--- config.mk ---
export PLATFORM = sky130hd
export DESIGN_NAME = enemy_pool
export DESIGN_NICKNAME = d
export VERILOG_FILES = /design/src/rtl/enemy_pool_pkg.sv /design/src/rtl/enemy_pool_slot_alloc.sv /design/src/rtl/enemy_pool.sv
export SDC_FILE = /design/constraint.sdc
export NUM_CORES = 1
export LEC_CHECK = 0
export ABC_AREA = 1
export BUFFER_PORTS_ARGS = -buffer_cell sky130_fd_sc_hd__buf_4
export CAP_MARGIN = 25
export CORE_AREA = 2 2 160 162
export DETAILED_ROUTE_END_ITERATION = 7
export DIE_AREA = 0 0 162 164
export PLACE_DENSITY = 0.73
export SETUP_SLACK_MARGIN = 0.02
export SYNTH_ARGS = -nofsm -noshare
export SYNTH_HDL_FRONTEND = slang
export SYNTH_SLANG_ARGS = --single-unit
--- constraint.sdc ---
create_clock -name clk3 -period 7.4 [get_ports clk3]
set_input_delay 1.11 -clock clk3 [delete_from_list [all_inputs] [get_ports clk3]]
set_output_delay 1.11 -clock clk3 [all_outputs]
set_load 0.1 [all_outputs]
--- src/rtl/enemy_pool_pkg.sv ---
// Shared record layout, type codes and spawn defaults for the enemy table.
package enemy_pool_pkg;

   localparam int TYPEW = 4;
   localparam int XW    = 10;
   localparam int YW    = 10;
   localparam int WW    = 10;
   localparam int HW    = 10;

   localparam int TYPE_LSB = 0;
   localparam int X_LSB    = TYPE_LSB + TYPEW;
   localparam int Y_LSB    = X_LSB + XW;
   localparam int W_LSB    = Y_LSB + YW;
   localparam int H_LSB    = W_LSB + WW;
   localparam int REC_W    = H_LSB + HW;

   localparam int SCREEN_W = 640;
   localparam int GROUND_Y = 400;
   localparam int AIR_Y    = 340;
   localparam int GROUND_W = 20;
   localparam int GROUND_H = 40;
   localparam int AIR_W    = 40;
   localparam int AIR_H    = 20;

   typedef enum logic [TYPEW-1:0] {
      EMPTY  = 4'd0,
      GROUND = 4'd1,
      AIR    = 4'd2
   } enemy_type_e;

   // Declared MSB-first so the type field lands in the low bits.
   typedef struct packed {
      logic [HW-1:0] h;
      logic [WW-1:0] w;
      logic [YW-1:0] y;
      logic [XW-1:0] x;
      enemy_type_e   kind;
   } enemy_rec_t;

   function automatic enemy_rec_t spawn_rec(input logic air);
      enemy_rec_t r;
      r.kind = air ? AIR : GROUND;
      r.x    = XW'(SCREEN_W);
      r.y    = air ? YW'(AIR_Y) : YW'(GROUND_Y);
      r.w    = air ? WW'(AIR_W) : WW'(GROUND_W);
      r.h    = air ? HW'(AIR_H) : HW'(GROUND_H);
      return r;
   endfunction

endpackage

--- src/rtl/enemy_pool_slot_alloc.sv ---
// Priority encoder: lowest-index slot whose type field is empty.
module enemy_slot_alloc
   import enemy_pool_pkg::*;
#(
   parameter int SLOTS = 9,
   parameter int IDXW  = (SLOTS > 1) ? $clog2(SLOTS) : 1
) (
   input  logic [SLOTS*TYPEW-1:0] types,
   output logic [IDXW-1:0]        free_idx,
   output logic                   any_free
);

   always_comb begin
      any_free = 1'b0;
      free_idx = '0;
      for (int unsigned i = 0; i < SLOTS; i++) begin
         if (!any_free && types[i*TYPEW +: TYPEW] == '0) begin
            any_free = 1'b1;
            free_idx = IDXW'(i);
         end
      end
   end

endmodule

--- src/rtl/enemy_pool.sv ---
// Enemy record table: spawns, moves left on frame ticks, frees off-screen enemies.
module enemy_pool
   import enemy_pool_pkg::*;
#(
   parameter int SLOTS   = 9,
   parameter int MIN_GAP = 30,
   parameter int SPDW    = 4
) (
   input  logic                         clk3,
   input  logic                         rst,
   input  logic                         tick,
   input  logic                         freeze,
   input  logic                         clear,
   input  logic [SPDW-1:0]              speed,
   input  logic                         spawn_valid,
   input  logic                         spawn_kind,
   output logic                         spawn_ready,
   output logic [SLOTS*REC_W-1:0]       enemy_table,
   output logic [$clog2(SLOTS+1)-1:0]   active_cnt,
   output logic                         pass_pulse,
   output logic [1:0]                   pass_cnt
);

   localparam int IDXW = (SLOTS > 1) ? $clog2(SLOTS) : 1;
   localparam int CNTW = $clog2(SLOTS + 1);
   localparam int GAPW = (MIN_GAP > 0) ? $clog2(MIN_GAP + 1) : 1;

   enemy_rec_t            rec_q [SLOTS];
   enemy_rec_t            rec_d [SLOTS];
   logic [SLOTS*TYPEW-1:0] types;
   logic [IDXW-1:0]       free_idx;
   logic                  any_free;
   logic [GAPW-1:0]       gap_q, gap_d;
   logic [CNTW-1:0]       npass, acnt_d;
   logic [XW-1:0]         speed_x;
   logic                  step, fire;

   always_comb begin
      types       = '0;
      enemy_table = '0;
      for (int unsigned i = 0; i < SLOTS; i++) begin
         types[i*TYPEW +: TYPEW]       = rec_q[i].kind;
         enemy_table[i*REC_W +: REC_W] = rec_q[i];
      end
   end

   enemy_slot_alloc #(.SLOTS(SLOTS), .IDXW(IDXW)) u_alloc (
      .types    (types),
      .free_idx (free_idx),
      .any_free (any_free)
   );

   assign step        = tick && !freeze;
   assign spawn_ready = any_free && (gap_q == '0) && !clear;
   assign fire        = spawn_valid && spawn_ready;
   assign speed_x     = XW'(speed);

   // The spawned slot was empty pre-cycle, so movement never touches it this edge.
   always_comb begin
      npass  = '0;
      acnt_d = '0;
      for (int unsigned i = 0; i < SLOTS; i++) begin
         rec_d[i] = rec_q[i];
         if (step && rec_q[i].kind != EMPTY) begin
            if (rec_q[i].x < speed_x || rec_q[i].x == '0) begin
               rec_d[i].kind = EMPTY;
               npass         = npass + CNTW'(1);
            end else begin
               rec_d[i].x = rec_q[i].x - speed_x;
            end
         end
         if (fire && free_idx == IDXW'(i))
            rec_d[i] = spawn_rec(spawn_kind);
         acnt_d = acnt_d + CNTW'(rec_d[i].kind != EMPTY);
      end
   end

   always_comb begin
      gap_d = gap_q;
      if (fire)
         gap_d = GAPW'(MIN_GAP);
      else if (step && gap_q != '0)
         gap_d = gap_q - GAPW'(1);
   end

   always_ff @(posedge clk3) begin
      if (rst || clear) begin
         for (int unsigned i = 0; i < SLOTS; i++)
            rec_q[i] <= '0;
         gap_q      <= rst ? '0 : GAPW'(MIN_GAP);
         active_cnt <= '0;
         pass_pulse <= 1'b0;
         pass_cnt   <= '0;
      end else begin
         rec_q      <= rec_d;
         gap_q      <= gap_d;
         active_cnt <= acnt_d;
         pass_pulse <= (npass != '0);
         pass_cnt   <= (npass > CNTW'(3)) ? 2'd3 : npass[1:0];
      end
   end

endmodule

## Yosys cells after proc, flatten, opt, wreduce, memory -nomap -nowiden

Cells that the tools add are included.

| operators by class | value |
|---|---|
| add/sub/neg operators | 26 |
| $mul | 0 |
| div/mod/pow operators | 0 |
| $lt $le $gt $ge | 10 |
| eq/ne operators | 17 |
| shifts and indexed selects | 0 |
| mux-type cells | 80 |
| bitwise operators | 9 |
| reductions and logical operators | 128 |

Operator list:

| operator | number |
|---|---|
| 14-bit two-way mux | 18 |
| 4-bit two-way mux | 26 |
| 10-bit zero test | 9 |
| 10-bit by 4-bit less-than comparator with 1-bit output | 9 |
| 10-bit two-way mux | 9 |
| 10-bit by 4-bit subtractor with 10-bit output | 9 |
| 4-bit nonzero test | 19 |
| 4-bit zero test | 10 |
| 2-bit AND reduction | 18 |
| 4-bit by 1-bit adder with 4-bit output (second input constant) | 8 |
| 1-bit logical AND | 31 |
| 4-bit by 1-bit adder with 4-bit output | 5 |
| 5-bit two-way mux | 4 |
| 2-bit by 1-bit inequality test with 1-bit output (second input constant) | 9 |
| 2-bit nonzero test | 9 |
| 2-bit OR reduction | 9 |
| 4-bit by 3-bit equality test with 1-bit output (second input constant) | 4 |
| 1-bit two-way mux | 12 |
| 3-bit two-way mux | 4 |
| 6-bit two-way mux | 2 |
| 1-bit zero test | 10 |
| 1-bit logical OR | 10 |
| 1-bit NOT | 9 |
| 4-bit by 2-bit equality test with 1-bit output (second input constant) | 2 |
| 12 further kinds | 15 |

| storage, ports and cells | value |
|---|---|
| register bits after elaboration | 327 |
| latch bits | 0 |
| RAM bits | 0 |
| bits in read-only memories | 0 |
| input port bits | 11 |
| output and inout port bits | 404 |
| word-level logic and storage cells | 328 |
| memories kept | 0 |

## Logic depth before layout (Yosys ltp)

| depth | value |
|---|---|
| depth after elaboration | 40 |
| gate-level depth with buffers | 40 |
| gate-level depth less buffers | 40 |

## Modules after synthesis

A second synthesis with hierarchy kept.

| unflattened totals | value |
|---|---|
| cell total of the unflattened synthesis | 1578 |
| area, all modules | 11312.1 um^2 |

By module, submodules not included:

| module | times used | cells each | area each (um^2) | seq. area each (um^2) |
|---|---|---|---|---|
| enemy_pool | 1 | 1525 | 11066.9 | 3353.2 |
| enemy_slot_alloc | 1 | 53 | 245.2 | 0.0 |

## Worst setup path before layout

No wires, ideal clock.

| timing | value |
|---|---|
| kind | input to register |
| start | input speed[0] |
| end | register pass_pulse |
| setup time | 0.128 ns |
| arrival | 6.060 ns |
| required time | 7.272 ns |
| path slack | 1.212 ns |
| stages | 38 |
| path buffers | 0 |
| cell sequence | ha_1 > fa_1 > inv_1 > nand2_1 > nand2_1 > a21oi_1 > inv_1 > o41ai_1 > and3_1 > ha_1 > nand2_1 > nand2_1 > ha_1 > nand4_1 > nand2_1 > ha_1 > or2_1 > nand2_1 > [... 2 more ...] > nand2_1 > nand2_2 > ha_1 > nand2_1 > nand2_2 > ha_1 > inv_1 > o21ai_2 > ha_1 > nand2_1 > nand2_2 > ha_1 > inv_1 > o21ai_1 > a21oi_1 > nand2_1 > nor2_1 > nor2_1 |

| on the way | value |
|---|---|
| word-level cells in the longest chain between the ends | 29 |
| elaborated cells between the ends (all ways) | 45 |
| those cells by class | add/sub: 8; order compare: 9; mux: 18; reduce/logical: 10 |

RTL lines:

| what | RTL line | text |
|---|---|---|
| start, declared | enemy_pool.sv:14 | `input logic [SPDW-1:0] speed,` |
| 10-bit by 4-bit less-than comparator with 1-bit output | enemy_pool.sv:65 | `if (rec_q[i].x < speed_x \|\| rec_q[i].x == '0) begin` |
| 1-bit logical OR | enemy_pool.sv:65 |  |
| 1-bit two-way mux | enemy_pool.sv:65 |  |
| 1-bit two-way mux | enemy_pool.sv:64 | `if (step && rec_q[i].kind != EMPTY) begin` |
| 4-bit by 1-bit adder with 4-bit output | enemy_pool.sv:67 | `npass = npass + CNTW'(1);` |
| 4-bit two-way mux | enemy_pool.sv:65 |  |
| 4-bit two-way mux | enemy_pool.sv:64 |  |
| 4-bit by 1-bit adder with 4-bit output | enemy_pool.sv:67 |  |
| [... 13 more ...] | - |  |
| 4-bit two-way mux | enemy_pool.sv:64 |  |
| 4-bit by 1-bit adder with 4-bit output | enemy_pool.sv:67 |  |
| 4-bit two-way mux | enemy_pool.sv:65 |  |
| 4-bit two-way mux | enemy_pool.sv:64 |  |
| 4-bit by 1-bit adder with 4-bit output | enemy_pool.sv:67 |  |
| 4-bit two-way mux | enemy_pool.sv:65 |  |
| 4-bit two-way mux * | enemy_pool.sv:64 |  |
| 4-bit nonzero test * | enemy_pool.sv:98 | `pass_pulse <= (npass != '0);` |
| end signal, assigned | enemy_pool.sv:98 |  |
| end, declared | enemy_pool.sv:20 | `output logic pass_pulse,` |

Mark *: on every way between the ends. The rest lies on a longest branch, timed or not.
A chain may end at the register's enable or synchronous reset.

## Worst setup path after layout

| timing | value |
|---|---|
| start | input speed[2] |
| end | register pass_pulse |

The elaborated chain is that of the path after synthesis.

==> run summary <==
The run finished with clean final reports. The maximum level of the CTS H-tree was 4; the final weighted congestion in routability-driven placement was 0.9249. Fraction of post-synthesis cell area in the top cell type by area: 0.2960.

Row generation in the floorplan step produced 58 rows. The run gives 10820 um2 as the netlist area before placement. The via count of the first global-routing pass came out at 8424.

Yosys mapped a number of flops with a built-in enable equal to 5. Setup repair after global routing left no endpoint under its margin. The tools report the total clock buffers created by CTS as 17. The static leakage power was 6.127 nW. The fraction of layout instances using a drive strength above 1 was 0.2337. The synthesis warning total came out at 0. The worst register-to-register path has a depth of 39.

Once the clock tree was built, the setup fixing pass inserted 0 buffers. The xor/xnor cell area share of the yosys netlist is 0.02902. The worst hold path passes through 2 cells. After legalization and detailed placement, the total HPWL measured 23.01 mm. The run gives 0 as the number of cells upsized or downsized after cts. In this run the deepest clock path goes through 2 buffers.

The run gives 2407 as the number of inserted filler cells in the final layout. The min-delay analysis places its worst path in the category reg -> reg. The tools report the count of different cell masters after synthesis as 49. From synthesis to final layout, the design area changed by 15.78%.

The post-synthesis share of cell area spent on and, or, nand and nor gates was 0.2502. Number of antenna violations at the first check in global routing: 1. The cell count after synthesis came out at 1467. The run gives 0.2091 as the global-route usage over all layers. The starting utilization of the core area is 0.4361, and the share of flip-flops with an asynchronous set or reset after synthesis is 0. The most numerous cell type found on the critical path is nand2_1. The routed via count divided by cell count was 4.750. The end point of the most critical hold path is enemy_table[106]$_SDFFE_PP0P_. The region available for standard cell placement spans 24820 um2. The die covers 26570 um2. After clock tree synthesis, the clock-pin slew on the worst setup and hold paths is 0.06 ns.

The startpoint kind of the worst setup timing path was an input port. The count of buffers inserted at the top-level ports was 261. The power density relative to cell area came out at 180.1 nW/um2. The pre-antenna-repair detailed-routing pass consisted of 5 iterations. The type of the worst setup path was in -> reg.

Portion of the clock cycle consumed by the worst path in the final layout: 0.8685. The first-pass GRT wire length is 43.39 mm. At the worst endpoint, the required time is 7.70 ns. For the worst-skew pair, the clock arrives at the later sink with an insertion delay of 0.43 ns. The final routed wirelength across all metal layers is 28.76 mm, and the peak fanout along the critical path is 9. The tools report the tightest slew margin relative to the limit as 0.3849. In this run the critical register-to-register path is launched from enemy_table[48]$_SDFFE_PP0P_. The fraction of the yosys area taken by sequential cells came out at 0.3098.

The slack of the critical path came out at 0.9728 ns. In this design, the stage delay of the slowest critical-path cell is 0.39 ns. Origin of the worst min-delay path: enemy_table[106]$_SDFFE_PP0P_. After synthesis, the largest family of logic cells by area is simple AND/OR/NAND/NOR gates.

Max-cap violations in this run came to 0. The number of routed nets with antenna violations was 0. After synthesis, the cell types taking the most area are dfxtp_1 (30%), buf_4 (17%), nand2_1 (7.9%). The violation count after the first detailed-routing iteration was 654.

The aggregate negative setup slack came out at 0 ns. After clock tree synthesis, the flow added hold-fix buffers numbering 0. The synthesized design contains 165 register bits. Measured along the y axis, the die boundary spans 164 um.

After detailed routing, the average wire length per cell comes to 14.44 um. After synthesis, the most frequently instantiated cells are buf_4 (243), nand2_1 (228), nor2_1 (184). The max-slew violation total from the final report was 0; the multiplexer area fraction after synthesis was 0.

Compound-cell area share of the yosys netlist: 0.09792. After global routing the overflow that remains totals 0. TritonCTS built the clock tree. The library cell with the largest summed area after synthesis is dfxtp_1. At the pin with the least slew margin, the transition time is 0.9142 ns. The tools report the final count of hold timing violations as 0.

Cell with the biggest individual delay on the critical path: inv_1. The logs give 55 for the pin count of the biggest net entering global routing and 1.50 ns for the reg-to-reg setup timing slack. STA classifies the critical path endpoint as a flop. The endpoint identified for the worst register-to-register timing path is pass_pulse$_SDFF_PP0_.

In the post-synthesis netlist, the cell with the most instances is buf_4. The tools report the boundary pin count as 415. The master cell of the clock root buffer was clkbuf_16. STA puts the critical path data arrival time at 6.72 ns. The routed design could run at a clock period as short as 6.427 ns. The floorplan step set the die width to 162 um.

Via count: 9458. Between clock sinks in the finished design, the worst skew comes to 0.01246 ns. The fraction of the mapped netlist area in adder cells was 0.08023. In the final design database the tool counted 1719 nets.

Setup violations remaining at the end of the flow were counted as 0. Across the VDD grid, the largest voltage drop is 0.0001492 V. The timing-limited maximum frequency came out at 155.6 MHz.

OpenSTA, run right after detailed placement, puts the worst setup slack at 0.5004 ns. Dividing the synthesized area by the synthesized cell count gives 7.378 um2. The flip-flop cell with the highest count after synthesis is dfxtp_1.

After detailed routing, the number of remaining DRC violations is 0. Counting every sink on the clock net gives 165.
cells by family (layout without fill, tap and decap cells):
| group | Yosys count | in the layout |
|---|---|---|
| buffers and inverters | 427 | 468 |
| other | 1 | 154 |
| adders and majority gates | 61 | 61 |
| AOI/OAI and AO/OA | 186 | 186 |
| DFF | 165 | 165 |
| and+or+nand+nor | 592 | 592 |
| xor gates and xnor gates | 35 | 35 |
flip-flops by register name, indices dropped and copies added (netlist names):
register / cells
active_cnt: 4
pass_cnt: 2
gap_q: 5
pass_pulse: 1
enemy_table: 153
power breakdown:
group	leakage (nW)	switching (mW)	internal (mW)
Sequential	1.34	0.00267	0.897
Clock	0.287	0.384	0.536
Combinational	4.50	0.408	0.0295
through the flow:
| step | power [mW] | instance area, um2 | std cells | hold WS, ns | util |
|---|---|---|---|---|---|
| 2_1_floorplan | 1.386 | 11390 | 1619 | 0.5399 | - |
| 3_3_place_gp | 1.351 | 11930 | 1958 | 0.4595 | 0.4805 |
| 3_5_place_dp | 1.354 | 11930 | 1958 | 0.4653 | 0.4805 |
| 4_1_cts | 2.272 | 12530 | 1990 | 0.4751 | 0.5048 |
| 5_1_grt | 2.332 | 12530 | 1991 | 0.4996 | 0.5049 |
| 6_report | 2.257 | 12530 | 1991 | 0.4721 | 0.5049 |
worst max-delay path by stage:
stage	start	to	slack, ns	depth (start not counted)
global route	speed[2]	pass_pulse$_SDFF_PP0_	0.61	38
finish	speed[2]	pass_pulse$_SDFF_PP0_	0.97	38
floorplan	speed[0]	pass_pulse$_SDFF_PP0_	1.21	38
CTS	speed[2]	pass_pulse$_SDFF_PP0_	0.96	38
detailed placement	speed[2]	pass_pulse$_SDFF_PP0_	0.50	38
global placement	speed[2]	pass_pulse$_SDFF_PP0_	0.70	38
cell type report:
class / instances / area (um2) / share of cell area
antenna: 1 / 2.502 / 0.0001997
clock inverter: 13 / 170.2 / 0.01358
multi-input combinational: 1027 / 5527 / 0.4410
tap: 330 / 412.9 / 0.03295
sequential: 165 / 3353 / 0.2676
inverter: 171 / 643.1 / 0.05132
timing repair buffer: 265 / 1989 / 0.1588
clock buffer: 19 / 432.9 / 0.03455
cell usage in the layout, fill, tap and decap left out, types with 3 or more instances in the layout:
master,instances
nand3b_1,7
nor2_4,3
buf_4,265
nand2_1,228
or3_1,3
o21ai_1,3
a31oi_1,14
nor4_1,6
xnor2_1,4
edfxtp_1,5
inv_6,3
nand3_1,43
or4_1,4
inv_1,158
nor2_1,183
a21oi_1,107
o41ai_1,6
clkinvlp_4,3
dfxtp_1,160
fa_1,14
bufinv_16,3
nor2_2,10
or2_1,6
o21ai_0,21
a211oi_1,21
nand2_2,18
nand3_2,9
clkbuf_16,17
xor2_1,30
nor3_1,11
inv_2,9
o211ai_1,4
nand4_1,13
clkinv_1,3
o31ai_1,6
conb_1,153
ha_1,47
or2_2,35
critical path, delay by kind of cell:
family                     cells  cell delay, ns
AOI/OAI and AO/OA              5            0.58
adders and majority gates      9            2.53
and+or+nand+nor               18            1.78
buffers and inverters          6            0.74
layer usage:
metal  part of all wire  global-route usage  routed length (um)
met5                  0                   0                   0
met4              0.027             0.08407                 770
met3              0.071             0.04343                2028
met2               0.49              0.3578               14040
met1               0.41              0.2573               11920
Note: power is estimated with default switching activity, not from simulation.
